<file path="src/rtl/aes_inv_key_sched_if.sv">
// Load/round-key handshake bundle between a key source and the inverse key scheduler.
interface aes_inv_key_sched_if;
    logic         ld;
    logic [127:0] key;
    logic         busy;
    logic         rk_valid;
    logic         rk_ready;
    logic [127:0] rk;
    logic [3:0]   rk_idx;
    logic         done;

    modport master (
        output ld, key, rk_ready,
        input  busy, rk_valid, rk, rk_idx, done
    );

    modport slave (
        input  ld, key, rk_ready,
        output busy, rk_valid, rk, rk_idx, done
    );
endinterface

</file>
<file path="src/rtl/aes_inv_key_sched.sv">
// AES-128 decryption key schedule: expands the cipher key forward to round 10, then
// walks back to round 0 one key per handshake. Includes the combinational S-box.
module aes_sbox (
    input  logic [7:0] a,
    output logic [7:0] s
);
    function automatic logic [7:0] gf_mul(input logic [7:0] x, input logic [7:0] y);
        logic [7:0] p;
        logic [7:0] t;
        p = 8'h00;
        t = x;
        for (int i = 0; i < 8; i++) begin
            if (y[i]) p = p ^ t;
            t = {t[6:0], 1'b0} ^ (t[7] ? 8'h1b : 8'h00);
        end
        return p;
    endfunction

    // Multiplicative inverse as a^254 (maps 0 to 0), built from a^2..a^128.
    function automatic logic [7:0] gf_inv(input logic [7:0] x);
        logic [7:0] r;
        logic [7:0] sq;
        r  = 8'h01;
        sq = x;
        for (int i = 0; i < 7; i++) begin
            sq = gf_mul(sq, sq);
            r  = gf_mul(r, sq);
        end
        return r;
    endfunction

    logic [7:0] b;

    always_comb begin
        b = gf_inv(a);
        s = b ^ {b[6:0], b[7]} ^ {b[5:0], b[7:6]} ^ {b[4:0], b[7:5]} ^ {b[3:0], b[7:4]} ^ 8'h63;
    end
endmodule

module aes_inv_key_sched (
    input logic              clk,
    input logic              rst,
    aes_inv_key_sched_if.slave ks
);
    typedef enum logic [1:0] {
        IDLE = 2'd0,
        FWD  = 2'd1,
        REV  = 2'd2
    } state_t;

    state_t       state;
    state_t       state_nxt;
    logic [127:0] wk;
    logic [127:0] wk_nxt;
    logic [3:0]   cnt;
    logic [3:0]   cnt_nxt;
    logic         done_r;
    logic         done_nxt;

    logic [31:0]  w0, w1, w2, w3;
    logic [31:0]  w1_inv, w2_inv, w3_inv;
    logic [31:0]  sbox_in;
    logic [31:0]  sub_word;
    logic [3:0]   rc_round;
    logic [31:0]  rc_word;
    logic [127:0] fwd_key;
    logic [127:0] rev_key;
    logic [31:0]  f0, f1, f2, f3;
    logic [31:0]  r0;

    function automatic logic [7:0] rcon(input logic [3:0] r);
        case (r)
            4'd1:    return 8'h01;
            4'd2:    return 8'h02;
            4'd3:    return 8'h04;
            4'd4:    return 8'h08;
            4'd5:    return 8'h10;
            4'd6:    return 8'h20;
            4'd7:    return 8'h40;
            4'd8:    return 8'h80;
            4'd9:    return 8'h1b;
            4'd10:   return 8'h36;
            default: return 8'h00;
        endcase
    endfunction

    function automatic logic [31:0] rot_word(input logic [31:0] w);
        return {w[23:0], w[31:24]};
    endfunction

    assign w0 = wk[127:96];
    assign w1 = wk[95:64];
    assign w2 = wk[63:32];
    assign w3 = wk[31:0];

    // Undoing the chained XORs recovers the previous round's w1..w3 first; the
    // recovered w3 is what the S-box must see to rebuild w0.
    assign w3_inv = w3 ^ w2;
    assign w2_inv = w2 ^ w1;
    assign w1_inv = w1 ^ w0;

    // One S-box bank serves both directions since FWD and REV never overlap.
    assign sbox_in  = (state == REV) ? rot_word(w3_inv) : rot_word(w3);
    assign rc_round = (state == REV) ? cnt : cnt + 4'd1;
    assign rc_word  = {rcon(rc_round), 24'h000000};

    genvar gi;
    generate
        for (gi = 0; gi < 4; gi++) begin : g_sbox
            aes_sbox u_sbox (
                .a (sbox_in[8*gi +: 8]),
                .s (sub_word[8*gi +: 8])
            );
        end
    endgenerate

    assign f0      = w0 ^ sub_word ^ rc_word;
    assign f1      = w1 ^ f0;
    assign f2      = w2 ^ f1;
    assign f3      = w3 ^ f2;
    assign fwd_key = {f0, f1, f2, f3};

    assign r0      = w0 ^ sub_word ^ rc_word;
    assign rev_key = {r0, w1_inv, w2_inv, w3_inv};

    always_ff @(posedge clk or negedge rst) begin
        if (!rst) begin
            state  <= IDLE;
            wk     <= '0;
            cnt    <= '0;
            done_r <= 1'b0;
        end else begin
            state  <= state_nxt;
            wk     <= wk_nxt;
            cnt    <= cnt_nxt;
            done_r <= done_nxt;
        end
    end

    always_comb begin
        state_nxt   = state;
        wk_nxt      = wk;
        cnt_nxt     = cnt;
        done_nxt    = 1'b0;
        ks.busy     = (state != IDLE);
        ks.rk_valid = 1'b0;
        case (state)
            IDLE: begin
                if (ks.ld) begin
                    wk_nxt    = ks.key;
                    cnt_nxt   = 4'd0;
                    state_nxt = FWD;
                end
            end
            FWD: begin
                wk_nxt  = fwd_key;
                cnt_nxt = cnt + 4'd1;
                if (cnt == 4'd9) state_nxt = REV;
            end
            REV: begin
                ks.rk_valid = 1'b1;
                if (ks.rk_ready) begin
                    if (cnt == 4'd0) begin
                        state_nxt = IDLE;
                        done_nxt  = 1'b1;
                    end else begin
                        wk_nxt  = rev_key;
                        cnt_nxt = cnt - 4'd1;
                    end
                end
            end
            default: state_nxt = IDLE;
        endcase
    end

    assign ks.rk     = wk;
    assign ks.rk_idx = cnt;
    assign ks.done   = done_r;
endmodule

</file>
<file path="src/flat_wrapper.sv">
// flat-port wrapper written by rule: the top's interface ports become plain ports
module aes_inv_key_sched_flat 
  (clk, rst, ks_ld, ks_key, ks_rk_ready, ks_busy, ks_rk_valid, ks_rk, ks_rk_idx, ks_done);
  aes_inv_key_sched_if ks_i ();
  input logic clk;
  input logic rst;
  input wire logic [$bits(ks_i.ld)-1:0] ks_ld;
  input wire logic [$bits(ks_i.key)-1:0] ks_key;
  input wire logic [$bits(ks_i.rk_ready)-1:0] ks_rk_ready;
  output wire logic [$bits(ks_i.busy)-1:0] ks_busy;
  output wire logic [$bits(ks_i.rk_valid)-1:0] ks_rk_valid;
  output wire logic [$bits(ks_i.rk)-1:0] ks_rk;
  output wire logic [$bits(ks_i.rk_idx)-1:0] ks_rk_idx;
  output wire logic [$bits(ks_i.done)-1:0] ks_done;
  assign ks_i.ld = ks_ld;
  assign ks_i.key = ks_key;
  assign ks_i.rk_ready = ks_rk_ready;
  assign ks_busy = ks_i.busy;
  assign ks_rk_valid = ks_i.rk_valid;
  assign ks_rk = ks_i.rk;
  assign ks_rk_idx = ks_i.rk_idx;
  assign ks_done = ks_i.done;
  aes_inv_key_sched u_core (.clk(clk), .rst(rst), .ks(ks_i));
endmodule
</file>
<file path="config.mk">
export PLATFORM = sky130hd
export DESIGN_NAME = aes_inv_key_sched_flat
export DESIGN_NICKNAME = d
export VERILOG_FILES = /design/src/rtl/aes_inv_key_sched_if.sv /design/src/rtl/aes_inv_key_sched.sv /design/src/flat_wrapper.sv
export SDC_FILE = /design/constraint.sdc
export NUM_CORES = 2
export LEC_CHECK = 0
export BUFFER_PORTS_ARGS = -buffer_cell sky130_fd_sc_hd__buf_2
export CAP_MARGIN = 20
export CORE_ASPECT_RATIO = 0.75
export CORE_MARGIN = 2
export CORE_UTILIZATION = 55
export DETAILED_ROUTE_END_ITERATION = 8
export GPL_TIMING_DRIVEN = 0
export PLACE_DENSITY = 0.72
export REMOVE_ABC_BUFFERS = 1
export SLEW_MARGIN = 10
export SYNTH_ARGS = -nofsm -noshare
export SYNTH_HDL_FRONTEND = slang
export SYNTH_SLANG_ARGS = --single-unit
</file>
<file path="constraint.sdc">
create_clock -name clk -period 24.4 [get_ports clk]
set_input_delay 2.44 -clock clk [delete_from_list [all_inputs] [get_ports clk]]
set_output_delay 2.44 -clock clk [all_outputs]
set_load 0.02 [all_outputs]
</file>
**Word level (Yosys, flattened, before mapping)**

Memories as Yosys holds them, arrays and structs flattened.
Index checks and enable logic that the tools add are counted.

- Register bits: 135
- Bits in latches: 0
- Memory bits (writable): 0
- Bits in read-only memories: 128
- Input bits: 132
- Memories kept: 1

- Add/sub/neg operators: 2
- Multipliers: 0
- Divide/modulo/power cells: 0
- Magnitude comparators: 0
- Equal/unequal tests: 8
- Shifts and indexed selects: 0
- Mux-type cells: 831
- Bitwise gates (word level): 784
- Reduce and logical (&&, ||, !) cells: 6

Memory list:

| name | words | bits a word | rd ports | clocked after Yosys merged registers in | write ports | line | RTL |
|---|---|---|---|---|---|---|---|
| (name not given) | 16 | 8 | 1 | 0 | 0 | aes_inv_key_sched.sv:72 | `case (r)` |

Operator list:

| kind | count |
|---|---|
| 8-bit two-way mux | 420 |
| 8-bit XOR | 380 |
| 8-bit by 5-bit XOR with 8-bit output | 364 |
| 5-bit two-way mux | 368 |
| 128-bit two-way mux | 3 |
| 128-bit one-hot mux with 3 select lines | 1 |
| 32-bit XOR | 8 |
| 32-bit two-way mux | 1 |
| 4-bit two-way mux | 8 |
| 7-bit two-way mux | 4 |
| 1-bit NOT (first input constant) | 28 |
| 6-bit two-way mux | 4 |
| 2-bit two-way mux | 8 |
| 4-bit NOT | 4 |
| 3-bit two-way mux | 4 |
| 4-bit one-hot mux with 3 select lines | 1 |
| 1-bit two-way mux | 8 |
| 2-bit != test (second input constant) | 4 |
| 4-bit AND reduction | 2 |
| 2-bit one-hot mux with 3 select lines | 1 |
| 4-bit by 1-bit adder with 4-bit output (second input constant) | 1 |
| 4-bit equality test (second input constant) | 1 |
| 4-bit logical NOT | 1 |
| 4-bit by 1-bit subtractor with 4-bit output (second input constant) | 1 |
| other kinds (6) | 6 |

**Logic depth before layout (Yosys ltp)**

- Word-level depth: 140
- Gate-level depth with buffers: 85
- Depth with buffers taken out: 61

**Hierarchy**

From an unflattened synthesis, not the netlist that was laid out.

- Cell total of the unflattened synthesis: 9131
- Area total of the unflattened synthesis: 71665.0 sq um

By module, submodules not included:

| module | instances | cells each | area an instance (sq um) | sequential area each (sq um) |
|---|---|---|---|---|
| aes_sbox | 4 | 1942 | 15220.8 | 0.0 |
| aes_inv_key_sched | 1 | 1363 | 10781.6 | 3378.2 |

**Least setup slack after synthesis**

OpenSTA, ideal clock, no wires.

- Kind: register to register
- From: register u_core.state[0]
- To: register u_core.wk[11], in the netlist u_core.ks.rk[11]
- Library setup time: 122 ps
- Arrival: 18484 ps
- Setup slack: 5794 ps
- Stages on the path, launching flop included: 80
- Buffers on the path: 23
- Clock period less this slack: 18606 ps
- Cells stage by stage: dfrtp_1 -> inv_1 -> ha_1 -> buf_6 -> buf_8 -> buf_8 -> buf_6 -> buf_6 -> buf_6 -> buf_6 -> buf_6 -> buf_6 -> buf_4 -> buf_2 -> clkbuf_1 -> clkbuf_1 -> clkbuf_1 -> nand2_1 -> (+44 left out) -> xnor3_1 -> xnor2_2 -> nor2_1 -> xnor3_1 -> xnor3_2 -> xor3_2 -> buf_4 -> nor2_1 -> xor2_1 -> xnor2_1 -> xnor3_1 -> xnor2_2 -> xor2_2 -> xor2_1 -> xnor3_1 -> a211o_1 -> a21oi_1 -> nor3_1

- Cells in the longest elaborated chain, start to end: 136
- Elaborated cells between the ends (all ways): 404
- Classes of those cells: 5 x eq/ne; 205 x mux; 191 x bitwise; 3 x reduce/logical

Ends and longest elaborated chain:

| element | line | RTL |
|---|---|---|
| from (decl) | aes_inv_key_sched.sv:51 | `state_t state;` |
| from (signal assigned) | aes_inv_key_sched.sv:133 | `state <= state_nxt;` |
| 2-bit equality test | aes_inv_key_sched.sv:103, aes_inv_key_sched.sv:147 |  |
| 32-bit two-way mux | aes_inv_key_sched.sv:103 | `assign sbox_in = (state == REV) ? rot_word(w3_inv) : rot_word(w3);` |
| 5-bit two-way mux (tied with other cells) | aes_inv_key_sched.sv:14 | `t = {t[6:0], 1'b0} ^ (t[7] ? 8'h1b : 8'h00);` |
| 8-bit by 5-bit XOR with 8-bit output or 8-bit XOR (tied branches) | aes_inv_key_sched.sv:14, aes_inv_key_sched.sv:13 |  |
| 8-bit XOR or 8-bit two-way mux (tied branches) | aes_inv_key_sched.sv:13 | `if (y[i]) p = p ^ t;` |
| 8-bit two-way mux or 8-bit XOR (tied branches) | aes_inv_key_sched.sv:13 |  |
| 8-bit XOR or 8-bit two-way mux (tied branches) | aes_inv_key_sched.sv:13 |  |
| 8-bit two-way mux or 8-bit XOR (tied branches) | aes_inv_key_sched.sv:13 |  |
| (+116 left out) | n/a |  |
| 8-bit XOR | aes_inv_key_sched.sv:13 |  |
| 8-bit two-way mux | aes_inv_key_sched.sv:13 |  |
| 8-bit XOR (4 in series) | aes_inv_key_sched.sv:36 | `s = b ^ {b[6:0], b[7]} ^ {b[5:0], b[7:6]} ^ {b[4:0], b[7:5]} ^ {b[3:0], b[7:4]} ^ 8'h63;` |
| 32-bit XOR (2 in series) | aes_inv_key_sched.sv:117 | `assign f0 = w0 ^ sub_word ^ rc_word;` |
| 32-bit XOR | aes_inv_key_sched.sv:118 | `assign f1 = w1 ^ f0;` |
| 32-bit XOR | aes_inv_key_sched.sv:119 | `assign f2 = w2 ^ f1;` |
| 32-bit XOR | aes_inv_key_sched.sv:120 | `assign f3 = w3 ^ f2;` |
| 128-bit one-hot mux with 3 select lines | aes_inv_key_sched.sv:147 | `case (state)` |
| to (signal assigned) | aes_inv_key_sched.sv:134 | `wk <= wk_nxt;` |
| to (decl) | aes_inv_key_sched.sv:53 | `logic [127:0] wk;` |

Parallel ways exist; a longest one is shown, timed or not.
A chain may end at the register's enable or synchronous reset.

**Final worst setup path**

Ends and elaborated chain as after synthesis.

==> results by group <==
Outcome
  • Outcome: completed

GRT
  • Total congestion overflow: 0
  • Initial antenna violation count: 13
  • Vias in the first global route: 65200
  • Pin count of the biggest net entering global routing: 88
  • Gr usage total: 0.331
  • First-pass GRT wire length: 370 mm

Timing
  • Fin crit period: 23.28 ns
  • Fin Clk Skew: 0.0116 ns
  • Final Max Slew Viols: 0
  • Measured slew at the worst slew-check pin: 1.22 ns
  • Final worst-path cycle share: 0.954
  • RSZ-0062 raised after global routing: false
  • Fin. Hold Viols: 0
  • Slew HR: 0.186
  • Setup Viol. Count Final: 0
  • Fmax: 43.0 MHz

Final layout
  • Nets: 9453
  • Register Area: 3380 um^2
  • FILL cells: 12000
  • Final std cells w/o fill: 11100
  • Area grow syn2layout: 5.79%
  • Area of the multi-input gates: 67300 um^2
  • Share of cells above drive strength 1: 0.108

Worst setup path
  • WS Path Type: reg2reg
  • Critical Path Sink: u_core.ks.rk[11]
  • Reg-to-Reg Start: u_core.state[0]
  • Worst EP arrival: 23.67 ns
  • FF-to-FF path depth: 61
  • WP depth: 61
  • CP dominant cell by count: xnor3_1
  • Largest stage delay, worst path: 0.69 ns
  • Crit-path max FO: 39
  • Critical Path Source Type: flip-flop
  • FF-to-FF End: u_core.ks.rk[11]
  • Critical Path Slowest Stage Cell: xnor3_1
  • CP Launch Point: u_core.state[0]
  • Req. time, crit path: 24.79 ns
  • Cell family with most CP delay: XOR/XNOR gates
  • CP endpoint kind: flip-flop
  • R2r setup slk: 1.12 ns
  • CP bufs+invs: 10

Die
  • Number of top-level pins: 267
  • Chip width: 426 um
  • Starting Density: 0.557
  • Core area: 132000 um^2
  • Die Footprint: 136000 um^2
  • Cell Rows: 115
  • Die height: 320 um

Drt
  • Pre-antenna DRT Iters: 6
  • Final wirelength: 237 mm
  • Via/cell ratio: 6.49
  • Post-route ant nets: 0
  • Initial DRC Count: 9768
  • Detailed-route via count: 71900
  • Routed len/inst: 21.4 um
  • # DRC: 0

Clock tree
  • Worst-path clk slew: 0.07 ns
  • H-tree levels: 4
  • Clock buffer depth: 2
  • Post-cts sizing count: 0
  • Root buf cell: clkbuf_16
  • Setup Buffers After CTS: 0
  • Clock Latency Late Sink: 0.50 ns
  • CTS Buf Count: 17
  • CTS tree: yes
  • # hold bufs at CTS: 0
  • Clk sinks: 135

Flow run
  • Max Cap Viol: 0

Place
  • GP Congestion: 0.953
  • Final HPWL DP: 175 mm
  • Placed insts: 11000
  • Port bufs: 266

Synth
  • Warnings from Yosys: 0
  • Yosys cell types: 129
  • Mean area per synthesized cell: 7.67 um^2
  • Post-synth top flop: dfrtp_1
  • Number of flops mapped to enable cells by yosys: 0
  • Mapped cell area: 73300 um^2
  • Largest cells by area after synthesis: xnor2_1 18%, xnor3_1 14%, nor2_1 6.5%
  • Gate Count Post-Synth: 9551
  • Synth top area share: 0.183
  • Most frequent cell after synthesis: xnor2_1
  • Post-synthesis sequential area ratio: 0.0461
  • Synth area leader: xnor2_1
  • Top cells by count, synth: 1532 x xnor2_1, 1267 x nor2_1, 920 x nand2_1
  • Register bit total from synthesis: 135
  • Ys async rst share: 1.00

Min path
  • Min-Delay Path Class: reg2reg
==> worst min-delay path, delay by kind of cell, from the launching register on <==
family / cells / cell delay [ns]
flip-flops: 1 / 0.39
AO/OA/AOI/OAI: 1 / 0.06
AND/OR/NAND/NOR: 1 / 0.06
==> stage by stage <==
step / worst slack [ns] / hold WS, ns / utilization / instance area, um^2 / setup TNS, ns
2_1_floorplan: -0.591 / 0.486 / - / 70100 / -9.15
3_3_place_gp: -11.52 / 0.505 / 0.559 / 73600 / -1317.38
3_5_place_dp: 1.17 / 0.529 / 0.582 / 76600 / 0
4_1_cts: 1.06 / 0.546 / 0.587 / 77200 / 0
5_1_grt: 0.221 / 0.582 / 0.589 / 77500 / 0
6_report: 1.12 / 0.543 / 0.589 / 77500 / 0
==> final cells by class <==
type,count,area share
timing repair buffer,435,0.0457
sequential,135,0.0436
tap,1755,0.0283
antenna,13,0.000420
multi-input combinational,8572,0.868
clock buffer,17,0.00549
inverter,130,0.00639
clock inverter,14,0.00213
==> state kept, by name, indices dropped and copies added, names as in the netlist <==
signal and count:
u_core.ks.done 1, u_core.ks.rk_idx 4, u_core.state 2, u_core.ks.rk 128
==> routing by layer <==
| layer | vias to the layer above | track usage | part of all wire |
|---|---|---|---|
| li1 | 33000 | - | - |
| met1 | 34300 | 0.492 | 0.43 |
| met2 | 4101 | 0.484 | 0.43 |
| met3 | 460 | 0.0450 | 0.10 |
| met4 | 2 | 0.121 | 0.037 |
| met5 | - | 0 | 0.000055 |
==> logic make-up after synthesis <==
kind of cell / share of synthesized area
AO/OA/AOI/OAI: 0.204
AND/OR/NAND/NOR: 0.195
multiplexers: 0.0405
XOR/XNOR: 0.458
buffers and inverters: 0.0502
adder cells (fa/ha/maj): 0.00553
flip-flops: 0.0461
==> layout by cell type (no fill, tap or decap), drive strengths merged, types with 74 or more instances in the layout <==
cell / instances
a211oi: 98
a21oi: 548
a22oi: 79
a32oi: 74
and2: 74
buf: 429
dfrtp: 135
inv: 126
mux2i: 228
nand2: 926
nand2b: 101
nand3: 207
nor2: 1277
nor3: 289
o211ai: 76
o21ai: 573
o22ai: 161
or3: 78
xnor2: 1664
xnor3: 481
xor2: 531
==> worst min-delay path by stage <==
stage                      startpoint                end  slack (ns)  depth (start not counted)
floorplan             u_core.state[1]    u_core.state[1]        0.49                          1
global placement      u_core.state[1]    u_core.state[1]        0.50                          1
detailed placement  u_core.ks.rk[112]  u_core.ks.rk[112]        0.53                          2
CTS                 u_core.ks.rk[112]  u_core.ks.rk[112]        0.55                          2
global route        u_core.ks.rk[105]  u_core.ks.rk[105]        0.58                          2
finish              u_core.ks.rk[112]  u_core.ks.rk[112]        0.54                          2
Power is left out: the tool's default activity adds up to more than one toggle a clock period on the data nets, which glitch-free logic cannot reach.
